### src/rtl/vga_pkg.sv
// Shared 640x480@60 raster constants so the sync generator and every renderer
// agree on the active-area bounds and sync polarity.
package vga_pkg;
    localparam int H_ACTIVE = 640;
    localparam int H_FP     = 16;
    localparam int H_SYNC   = 96;
    localparam int H_BP     = 48;
    localparam int V_ACTIVE = 480;
    localparam int V_FP     = 10;
    localparam int V_SYNC   = 2;
    localparam int V_BP     = 33;
    localparam int H_TOTAL  = H_ACTIVE + H_FP + H_SYNC + H_BP;
    localparam int V_TOTAL  = V_ACTIVE + V_FP + V_SYNC + V_BP;
    localparam int CNT_W    = 10;

    localparam logic SYNC_POL = 1'b0;

    typedef struct packed {
        logic [7:0] r;
        logic [7:0] g;
        logic [7:0] b;
    } rgb_t;

    function automatic logic in_range(logic [CNT_W-1:0] c, logic [CNT_W-1:0] lo,
                                      logic [CNT_W-1:0] hi);
        return (c >= lo) && (c <= hi);
    endfunction
endpackage

### src/rtl/vga_axis_counter.sv
// One raster axis: counts 0..TOTAL-1 on en, decodes the sync window and the
// visible region of the current count.
module vga_axis_counter import vga_pkg::*; #(
    parameter int ACTIVE = 640,
    parameter int FP     = 16,
    parameter int SYNC   = 96,
    parameter int BP     = 48
) (
    input  logic             clock,
    input  logic             reset,
    input  logic             en,
    output logic [CNT_W-1:0] count,
    output logic             wrap,
    output logic             sync,
    output logic             active
);
    localparam int TOTAL = ACTIVE + FP + SYNC + BP;
    localparam logic [CNT_W-1:0] LAST    = CNT_W'(TOTAL - 1);
    localparam logic [CNT_W-1:0] SYNC_LO = CNT_W'(ACTIVE + FP);
    localparam logic [CNT_W-1:0] SYNC_HI = CNT_W'(ACTIVE + FP + SYNC - 1);
    localparam logic [CNT_W-1:0] ACT     = CNT_W'(ACTIVE);

    always_ff @(posedge clock) begin
        if (reset)
            count <= '0;
        else if (en)
            count <= wrap ? '0 : count + CNT_W'(1);
    end

    // wrap is a level; the caller qualifies it with its own enable
    assign wrap   = (count == LAST);
    assign sync   = in_range(count, SYNC_LO, SYNC_HI);
    assign active = (count < ACT);
endmodule

### src/rtl/vga_sync_gen.sv
// VGA raster timing generator: pixel-rate divider, H/V counters and a
// registered pin stage that lags the coordinates by one pixel period.
module vga_sync_gen #(
    parameter int   H_ACTIVE = vga_pkg::H_ACTIVE,
    parameter int   H_FP     = vga_pkg::H_FP,
    parameter int   H_SYNC   = vga_pkg::H_SYNC,
    parameter int   H_BP     = vga_pkg::H_BP,
    parameter int   V_ACTIVE = vga_pkg::V_ACTIVE,
    parameter int   V_FP     = vga_pkg::V_FP,
    parameter int   V_SYNC   = vga_pkg::V_SYNC,
    parameter int   V_BP     = vga_pkg::V_BP,
    parameter int   CLK_DIV  = 2,
    parameter logic SYNC_POL = vga_pkg::SYNC_POL
) (
    input  logic       clock,
    input  logic       reset,
    output logic [9:0] pixel_x,
    output logic [9:0] pixel_y,
    output logic       video_on,
    output logic       pixel_tick,
    output logic       frame_start,
    input  logic [7:0] red_in,
    input  logic [7:0] green_in,
    input  logic [7:0] blue_in,
    output logic [7:0] vga_r,
    output logic [7:0] vga_g,
    output logic [7:0] vga_b,
    output logic       vga_hsync,
    output logic       vga_vsync,
    output logic       vga_blank_n,
    output logic       vga_sync_n,
    output logic       vga_clk
);
    import vga_pkg::*;

    localparam int DIV_W = $clog2(CLK_DIV);

    logic [DIV_W-1:0] div_cnt, div_next;
    logic             h_wrap, h_sync, h_act;
    logic             v_wrap, v_sync, v_act;
    rgb_t             pix_q;

    assign pixel_tick = (div_cnt == DIV_W'(CLK_DIV - 1));
    assign div_next   = pixel_tick ? '0 : div_cnt + DIV_W'(1);

    always_ff @(posedge clock) begin
        if (reset) begin
            div_cnt <= '0;
            vga_clk <= 1'b0;
        end else begin
            div_cnt <= div_next;
            // registered from div_next so the pin is high exactly while div_cnt >= CLK_DIV/2
            vga_clk <= (div_next >= DIV_W'(CLK_DIV / 2));
        end
    end

    vga_axis_counter #(.ACTIVE(H_ACTIVE), .FP(H_FP), .SYNC(H_SYNC), .BP(H_BP)) u_h (
        .clock(clock), .reset(reset), .en(pixel_tick),
        .count(pixel_x), .wrap(h_wrap), .sync(h_sync), .active(h_act)
    );

    vga_axis_counter #(.ACTIVE(V_ACTIVE), .FP(V_FP), .SYNC(V_SYNC), .BP(V_BP)) u_v (
        .clock(clock), .reset(reset), .en(pixel_tick & h_wrap),
        .count(pixel_y), .wrap(v_wrap), .sync(v_sync), .active(v_act)
    );

    assign video_on = h_act & v_act;

    always_ff @(posedge clock) begin
        if (reset) begin
            pix_q       <= '0;
            vga_blank_n <= 1'b0;
            vga_hsync   <= ~SYNC_POL;
            vga_vsync   <= ~SYNC_POL;
            frame_start <= 1'b0;
        end else begin
            frame_start <= pixel_tick & h_wrap & v_wrap;
            if (pixel_tick) begin
                pix_q       <= video_on ? rgb_t'{red_in, green_in, blue_in} : '0;
                vga_blank_n <= video_on;
                vga_hsync   <= h_sync ? SYNC_POL : ~SYNC_POL;
                vga_vsync   <= v_sync ? SYNC_POL : ~SYNC_POL;
            end
        end
    end

    assign vga_r      = pix_q.r;
    assign vga_g      = pix_q.g;
    assign vga_b      = pix_q.b;
    assign vga_sync_n = 1'b0;
endmodule

### config.mk
export PLATFORM = sky130hd
export DESIGN_NAME = vga_sync_gen
export DESIGN_NICKNAME = d
export VERILOG_FILES = /design/src/rtl/vga_pkg.sv /design/src/rtl/vga_axis_counter.sv /design/src/rtl/vga_sync_gen.sv
export SDC_FILE = /design/constraint.sdc
export NUM_CORES = 1
export LEC_CHECK = 0
export ABC_AREA = 1
export BUFFER_PORTS_ARGS = -buffer_cell sky130_fd_sc_hd__buf_2
export CAP_MARGIN = 40
export CORE_MARGIN = 2
export CORE_UTILIZATION = 53
export DETAILED_ROUTE_END_ITERATION = 8
export GPL_ROUTABILITY_DRIVEN = 0
export PLACE_DENSITY_LB_ADDON = 0.3
export SYNTH_ARGS = -nofsm -noshare
export SYNTH_HDL_FRONTEND = slang
export SYNTH_SLANG_ARGS = --single-unit
### constraint.sdc
create_clock -name clock -period 3.2 [get_ports clock]
set_input_delay 0.64 -clock clock [delete_from_list [all_inputs] [get_ports clock]]
set_output_delay 0.64 -clock clock [all_outputs]
set_load 0.02 [all_outputs]
**Yosys cells after proc, flatten, opt, wreduce, memory -nomap -nowiden**

Index checks and enable logic that the tools add are counted.

- Register bits: 50
- Logic and storage cells: 34
- Memories: 0
- Memory bits (writable): 0
- Memory bits (read-only): 0
- Bits in latches: 0
- Bits of input ports: 26

- Add/subtract/negate cells: 3
- Shift-type cells: 0
- Multipliers: 0
- Divide/modulo/power cells: 0
- Bitwise operators: 3
- Equal/unequal tests: 2
- Magnitude comparators: 7
- Multiplexer cells: 6
- Reductions and logical operators: 2

Operators with widths:

| operator | count |
|---|---|
| 2-to-1 mux 24 bit | 1 |
| adder 10 x 1 -> 10 bit (second input constant) | 2 |
| == test 10 bit (second input constant) | 2 |
| 2-to-1 mux 10 bit | 2 |
| >= comparator 10 bit (second input constant) | 1 |
| >= comparator 10 x 9 -> 1 bit (second input constant) | 1 |
| less-or-equal comparator 10 bit (second input constant) | 1 |
| less-or-equal comparator 10 x 9 -> 1 bit (second input constant) | 1 |
| less-than comparator 10 bit (second input constant) | 1 |
| less-than comparator 10 x 9 -> 1 bit (second input constant) | 1 |
| AND 1 bit | 3 |
| 2-to-1 mux 1 bit | 3 |
| logical AND 1 bit | 2 |
| adder 1 bit (second input constant) | 1 |
| >= comparator 1 bit (second input constant) | 1 |

**Depth between registers and ports, before layout**

Gate-level depths: netlist of the first run.

- Word-level depth: 3
- Mapped depth: 9
- Gate-level depth less buffers: 9

**Modules after synthesis**

From an unflattened synthesis of the first run, not the netlist that was laid out.

- Cell total of the unflattened synthesis: 291
- Area total of the unflattened synthesis: 2202.1 sq um

By module, submodules not included:

| module | times used | area each (sq um) | cells each |
|---|---|---|---|
| vga_sync_gen | 1 | 1073.5 | 127 |
| vga_axis_counter (u_v) | 1 | 578.1 | 85 |
| vga_axis_counter (u_h) | 1 | 550.5 | 79 |

**Worst setup path after synthesis of the first run**

No wires, ideal clock.

- Path kind: register to output
- Start: reg u_h.count[8]
- End: out video_on
- Cell stages (with the launch flop): 6
- Arrival time: 1175 ps
- Setup slack: 1385 ps
- Path through: dfxtp_1 inv_1 nand3_1 nand3_1 nor2_2 buf_2

- Word-level cells in the longest chain between the ends: 2

Ends and longest elaborated chain:

| item | line | text |
|---|---|---|
| from (decl) | vga_axis_counter.sv:12 | `output logic [CNT_W-1:0] count,` |
| from (signal assigned) | vga_axis_counter.sv:27 | `count <= wrap ? '0 : count + CNT_W'(1);` |
| less-than comparator 10 bit | vga_axis_counter.sv:33 | `assign active = (count < ACT);` |
| AND 1 bit | vga_sync_gen.sv:67 | `assign video_on = h_act & v_act;` |
| to (decl) | vga_sync_gen.sv:19 | `output logic video_on,` |

No other way between the ends.

**Worst setup path after layout of the first run**

- Start: reg u_v.count[6]
- End: out video_on

- Word-level cells in the longest chain between the ends: 2

Ends and longest elaborated chain:

| item | line |
|---|---|
| from (decl) | vga_axis_counter.sv:12 |
| from (signal assigned) | vga_axis_counter.sv:27 |
| less-than comparator 10 x 9 -> 1 bit | vga_axis_counter.sv:33 |
| AND 1 bit | vga_sync_gen.sv:67 |

No other way between the ends.

==> results of run 1 <==
[power by group through the flow]
stage          logic, mW  registers (mW)  clock network [mW]
3_5_place_dp       0.118           0.658                   0
4_1_cts            0.118           0.645               0.527
5_1_grt            0.130           0.648               0.554
6_report           0.116           0.645               0.518
2_1_floorplan     0.0444           0.686                   0
3_3_place_gp       0.115           0.659                   0
[layer usage]
metal / share of wire, % / wire length (um) / global-route usage (%)
met5: 0 / 0 / 0
met3: 9.5 / 461 / 8.72
met4: 1.4 / 70 / 7.25
met1: 46 / 2230 / 30.3
met2: 43 / 2080 / 38.3
[worst max-delay path: stages (launching register included)]
cell and delay (ns):
dfxtp_1 0.44, nand2_1 0.10, nor2_1 0.29, nor2_2 0.08, buf_4 0.22, buf_2 0.19
[stage by stage]
| stage | util (%) | setup slack [ns] | cell area (um^2) | hold slack (ns) |
|---|---|---|---|---|
| finish | 68.4 | 0.936 | 2740 | 0.452 |
| global route | 68.4 | 0.810 | 2740 | 0.467 |
| CTS | 68.4 | 0.919 | 2740 | 0.455 |
| detailed placement | 65.1 | 1.23 | 2600 | 0.437 |
| global placement | 65.1 | 1.30 | 2600 | 0.433 |
| floorplan | - | 1.39 | 2190 | 0.527 |
[sequential cells by signal (all words and copies together) (netlist names), 8 cells and up]
name       count
vga_r          8
u_v.count     10
vga_g          8
u_h.count     10
vga_b          8
[logic make-up after synthesis]
kind of cell	Yosys count
AOI/OAI and AO/OA	20
xor gates and xnor gates	7
adders and majority gates	4
buffers and inverters	44
DFF	49
other	1
and+or+nand+nor	171
[cell usage after synthesis]
cell type / number
buf_4: 4
nand3_4: 1
xor2_1: 5
nand2_1: 87
nor3b_1: 1
nor3_4: 1
clkinv_1: 1
clkbuf_1: 2
nor3_2: 1
nand2_2: 1
a211oi_1: 1
o32ai_1: 1
nor2_2: 6
o21ai_2: 1
nor3_1: 3
nor4_1: 2
inv_1: 32
dfxtp_1: 49
a21oi_1: 4
o21ai_1: 4
nand3_2: 2
nand4_1: 5
o21a_1: 1
a22o_1: 1
nor2_1: 23
ha_1: 4
xnor2_1: 2
buf_2: 3
conb_1: 1
nor2_4: 1
nand3_1: 36
o21ai_0: 5
nand2_4: 1
inv_2: 2
o21bai_1: 2
[final cells by class]
cell class	count	area [um^2]	share of cell area, %
clock inverter	3	65.1	2.38
multi-input combinational	203	1030	37.5
clock buffer	5	68.8	2.51
inverter	35	131	4.80
timing repair buffer	79	403	14.7
sequential	49	981	35.8
tap	50	62.6	2.29
[path summary, 6_finish.rpt]
kind                  endpoint  slack [ns]  cells past startpoint
setup / recovery      video_on        0.94                      5
hold / removal        vga_g[2]        0.45                      2
setup reg to reg  u_v.count[4]        1.60                      8
hold reg to reg       vga_g[2]        0.45                      2
==> results.py, run 1 <==
metrics = {
    "sta": {
        "post-route-period-util_pct": 70.7,
        "relSlewSlack_pct": 51.2,
        "fin_crit_ns": 2.26,
        "finalHoldViolations": 0,
        "grt_setup_unrepaired": "false",
        "worst_pin_slew_ns": 0.732,
        "max_freq_mhz": 442,
        "setup_tns_ns": 0,
        "slew_violations": 0,
        "clock-skew-final_ns": 0.00737,
        "setup_viol": 0,
    },
    "die": {
        "die-area_um2": 4660,
        "start_util_pct": 54.8,
        "core_area_um2": 4000,
        "die_h_um": 68.3,
        "ios": 78,
        "chipWidth_um": 68.3,
        "rows": 23,
    },
    "pwr": {
        "p_total_mw": 1.28,
        "switching_share_pct": 23.1,
        "comb_power_share_pct": 9.1,
        "p_seq_share_pct": 50.4,
        "power.leakage_nw": 1.42,
        "ir_drop_uv": 322,
        "internal_power_uw": 984,
        "p_sw_uw": 296,
        "clkPwrFrac_pct": 40.5,
        "power_density_nw_per_um2": 467,
    },
    "critical_path": {
        "cp_max_fo": 26,
        "critPathArrivalTime_ns": 1.62,
        "crit_path_start": "u_v.count[6]",
        "cp-start-kind": "flop",
        "path_class": "flop to primary output",
        "crit_path_end_kind": "primary output",
        "r2r-start": "u_h.count[1]",
        "worstPathRequired_ns": 2.56,
    },
    "yosys": {
        "syn_nets": 326,
        "synthAdderAreaFrac_pct": 2.28,
        "avgSynthCellArea_um2": 7.40,
        "synth_top_area_cell": "dfxtp_1",
        "yosys_register_bits": 49,
        "ys_types": 35,
        "synth-xor-area-share_pct": 2.80,
        "synth_top_family_by_area": "simple AND/OR/NAND/NOR gates",
        "synthSimpleGateAreaFrac_pct": 36.0,
        "synthMuxAreaShare_pct": 0,
        "synth_compound_area_share_pct": 5.54,
        "yosysSeqAreaShare_pct": 44.8,
        "syn-cell-area_um2": 2190,
        "synth_top_area_share_pct": 44.8,
        "yosys-top-cells-area": "dfxtp_1, nand2_1, nand3_1, inv_1, nor2_1",
        "ys_warn_count": 0,
        "synthCells": 296,
    },
    "clock_tree": {
        "cts.path.max_buffers": 2,
        "cts_buffers": 5,
        "clk_latency_ns": 0.30,
        "cts-htree-levels": 2,
        "clock-sinks": 49,
        "cts_tree": "yes",
        "post_cts_buffers": 0,
        "cts-root-buf": "clkbuf_8",
        "post_cts_resize_count": 0,
        "path_clk_slew_ns": 0.09,
        "cts_hold_buf": 0,
    },
    "global_route": {
        "antenna_found_initial": 0,
        "grt.total_usage_pct": 24.0,
        "grt_pass1_vias": 1914,
        "grt_overflow": 0,
        "grt_pass1_wl_um": 8420,
        "grt_max_degree": 27,
    },
    "min_path": {
        "hold_start": "vga_g[2]",
        "hp-class": "flop to flop",
    },
    "layout": {
        "drive_gt1_share_pct": 27.8,
        "synthToLayoutAreaGrowth_pct": 25.0,
        "fin_cells": 424,
        "fillers": 341,
        "antenna_cells": 0,
        "final_common_cell": "nand2_1",
        "final_cell_mix": "nand2_1, buf_2, dfxtp_1, nand3_1, inv_1",
        "final_nets": 403,
    },
    "placement": {
        "dp_cells": 416,
        "portBuffers": 76,
        "hpwl_um": 3560,
    },
    "run": {
        "maxCapViolations": 0,
    },
    "outcome": {
        "outcome": "complete, no violations",
    },
    "routing": {
        "drtIter0Drc": 145,
        "num_vias": 2100,
        "post_drt_wl_per_cell_um": 11.4,
        "via_per_inst": 4.95,
        "drtPass1Iterations": 4,
        "drtAntennaViolNets": 0,
        "drc_errors": 0,
        "drt-total-wl_um": 4850,
    },
}
(Power assumes the default switching activity.)
==> run 2: changes to the inputs <==
ABC_AREA = 0   (was 1)
CORE_UTILIZATION = 43   (was 53)
clock period = 1.9 ns   (was 3.2 ns; I/O delays follow)
==> run 2 against run 1 <==
First-iteration DRC count shrank 55%. Largest power group unchanged. Non-clock buffer count rose by 18. Largest cell class is now registers. Hold slack got worse by 0.17 ns. Register-to-register slack got worse by 1.5 ns.
==> results.py, run 2 <==
metrics = {
    "outcome": {
        "outcome": "complete, no violations",
    },
    "clock_tree": {
        "cts_tree": "yes",
        "clk_latency_ns": 0.30,
        "cts_buffers": 5,
        "path_clk_slew_ns": 0.09,
        "clock-sinks": 49,
        "cts-root-buf": "clkbuf_8",
        "cts-htree-levels": 2,
        "cts.path.max_buffers": 2,
    },
    "yosys": {
        "ys_warn_count": 0,
        "ys_types": 35,
        "synth.most_common_cell": "dfxtp_1",
        "syn_nets": 228,
        "synth_common_cells": "dfxtp_1, a22o_1, nor2_1, a21oi_1, nand2_1",
        "yosys-top-cells-area": "dfxtp_1, a22o_1, a21oi_1, ha_1, nor2_1",
        "synth_top_area_cell": "dfxtp_1",
        "synthFlopType": "dfxtp_1",
        "async_flop_share_pct": 0,
        "yosys_register_bits": 49,
        "synth_edf_count": 0,
        "synth_top_area_share_pct": 50.4,
        "avgSynthCellArea_um2": 9.83,
        "yosysSeqAreaShare_pct": 50.4,
        "syn-cell-area_um2": 1950,
        "synthCells": 198,
    },
    "critical_path": {
        "critPathArrivalTime_ns": 2.07,
        "max_stage_delay_ns": 0.49,
        "timing.rr.end": "u_v.count[6]",
        "crit_buf_inv": 1,
        "crit_path_start": "u_h.count[5]",
        "endpoint": "u_v.count[6]",
        "cp-start-kind": "flop",
        "cp_slowest_cell": "or4_1",
        "cp_max_fo": 8,
        "cp_top_family": "simple AND/OR/NAND/NOR gates",
        "path_cells": "nor4b_4 > nand4_1 > buf_12 > or4_1 > a21oi_1",
        "crit_path_end_kind": "flop",
        "path_class": "flop to flop",
        "worst-path-stages": 5,
        "r2r-start": "u_h.count[5]",
        "r2r_slack_ns": 0.07,
        "ff2ff_path_depth": 5,
        "worstPathRequired_ns": 2.14,
    },
    "pwr": {
        "p_total_mw": 2.05,
        "ir_drop_uv": 545,
        "power_density_nw_per_um2": 773,
        "power.leakage_nw": 1.21,
    },
    "layout": {
        "antenna_cells": 0,
        "fin_cells": 344,
        "synthToLayoutAreaGrowth_pct": 36.2,
        "reg_top3": "u_h.count (10), u_v.count (10)",
        "final_common_cell": "buf_2",
        "design_area_um2": 2650,
        "final_util_pct": 60.9,
        "final_nets": 321,
        "final_cell_mix": "buf_2, dfxtp_1, a22o_1, buf_4",
        "drive_gt1_share_pct": 38.0,
    },
    "die": {
        "die-area_um2": 5080,
        "core_area_um2": 4350,
        "die_h_um": 71.3,
        "ios": 78,
        "start_util_pct": 44.7,
        "chipWidth_um": 71.3,
        "rows": 24,
    },
    "sta": {
        "setup_viol": 0,
        "clock-skew-final_ns": 0.00653,
        "fin_crit_ns": 1.83,
        "slew_violations": 0,
        "post-route-period-util_pct": 96.3,
        "max_freq_mhz": 547,
        "setup_tns_ns": 0,
        "finalHoldViolations": 0,
    },
    "run": {
        "maxCapViolations": 0,
    },
    "placement": {
        "portBuffers": 76,
        "placed_area_um2": 2470,
        "dp_cells": 331,
        "hpwl_um": 3200,
    },
    "routing": {
        "drtAntennaViolNets": 0,
        "num_vias": 1815,
        "drc_errors": 0,
        "drtPass1Iterations": 4,
        "drt-total-wl_um": 4580,
        "post_drt_wl_per_cell_um": 13.3,
        "via_per_inst": 5.28,
        "drtIter0Drc": 65,
    },
    "global_route": {
        "grt_pass1_vias": 1601,
        "grt_pass1_wl_um": 7530,
        "antenna_found_initial": 0,
        "grt.total_usage_pct": 18.4,
        "grt_max_degree": 27,
        "grt_overflow": 0,
    },
    "min_path": {
        "min_path_cells": 2,
        "hp-class": "primary input to flop",
    },
}
run 2: cells by family after synthesis:
family	Yosys count	share of synthesized area [%]
adder cells (fa/ha/maj)	4	2.57
other	1	0.193
XOR/XNOR	9	4.05
buffers and inverters	20	4.95
AO/OA/AOI/OAI	49	18.6
AND/OR/NAND/NOR	66	19.2
flip-flops	49	50.4
run 2: power breakdown:
group,switching (mW),internal [mW]
sequential,0.0202,1.07
combinational,0.124,0.0879
clock,0.357,0.394
run 2: metrics by stage:
stage                     worst slack, ns  hold WS, ns
after floorplan                    0.0872        0.506
after global placement              0.144        0.431
after detailed placement           0.0849        0.436
after CTS                          0.0459        0.269
after global routing              -0.0245        0.265
final                              0.0704        0.281
run 2: how the worst min path moves through the flow:
stage,endpoint,slack [ns],startpoint
3_5_place_dp,vga_blank_n,0.44,vga_blank_n
4_1_cts,vga_g[6],0.27,green_in[6]
2_1_floorplan,vga_b[0],0.51,blue_in[0]
3_3_place_gp,vga_blank_n,0.43,vga_blank_n
5_1_grt,vga_g[6],0.27,green_in[6]
6_report,vga_g[6],0.28,green_in[6]
run 2: area by class of cell:
cell class              count  area (um^2)
multi-input cells         129          887
fillers                   369         1700
repair buffers             97          568
well taps                  52         65.1
flip-flops and latches     49          981
inverters                   9         33.8
clock buffers               5         68.8
clock inverters             3         46.3
run 2: worst register-to-register path: cells and delay by family (launching register included):
kind | cells | cell delay (ns)
simple gates | 3 | 1.06
compound gates | 1 | 0.15
buf+inv | 1 | 0.20
flops | 1 | 0.36
run 2: what timing repair did:
item | CTS | global route
buffers inserted | 0 | 4
hold buffers | 0 | 0
endpoints found under the setup margin | 0 | 3
gates resized for setup | 0 | 3
run 2: routing by layer:
layer,GRT usage (%),part of all wire (%)
met2,27.8,45
met4,7.34,1.3
met5,0,0
met3,4.50,7.6
met1,25.4,46
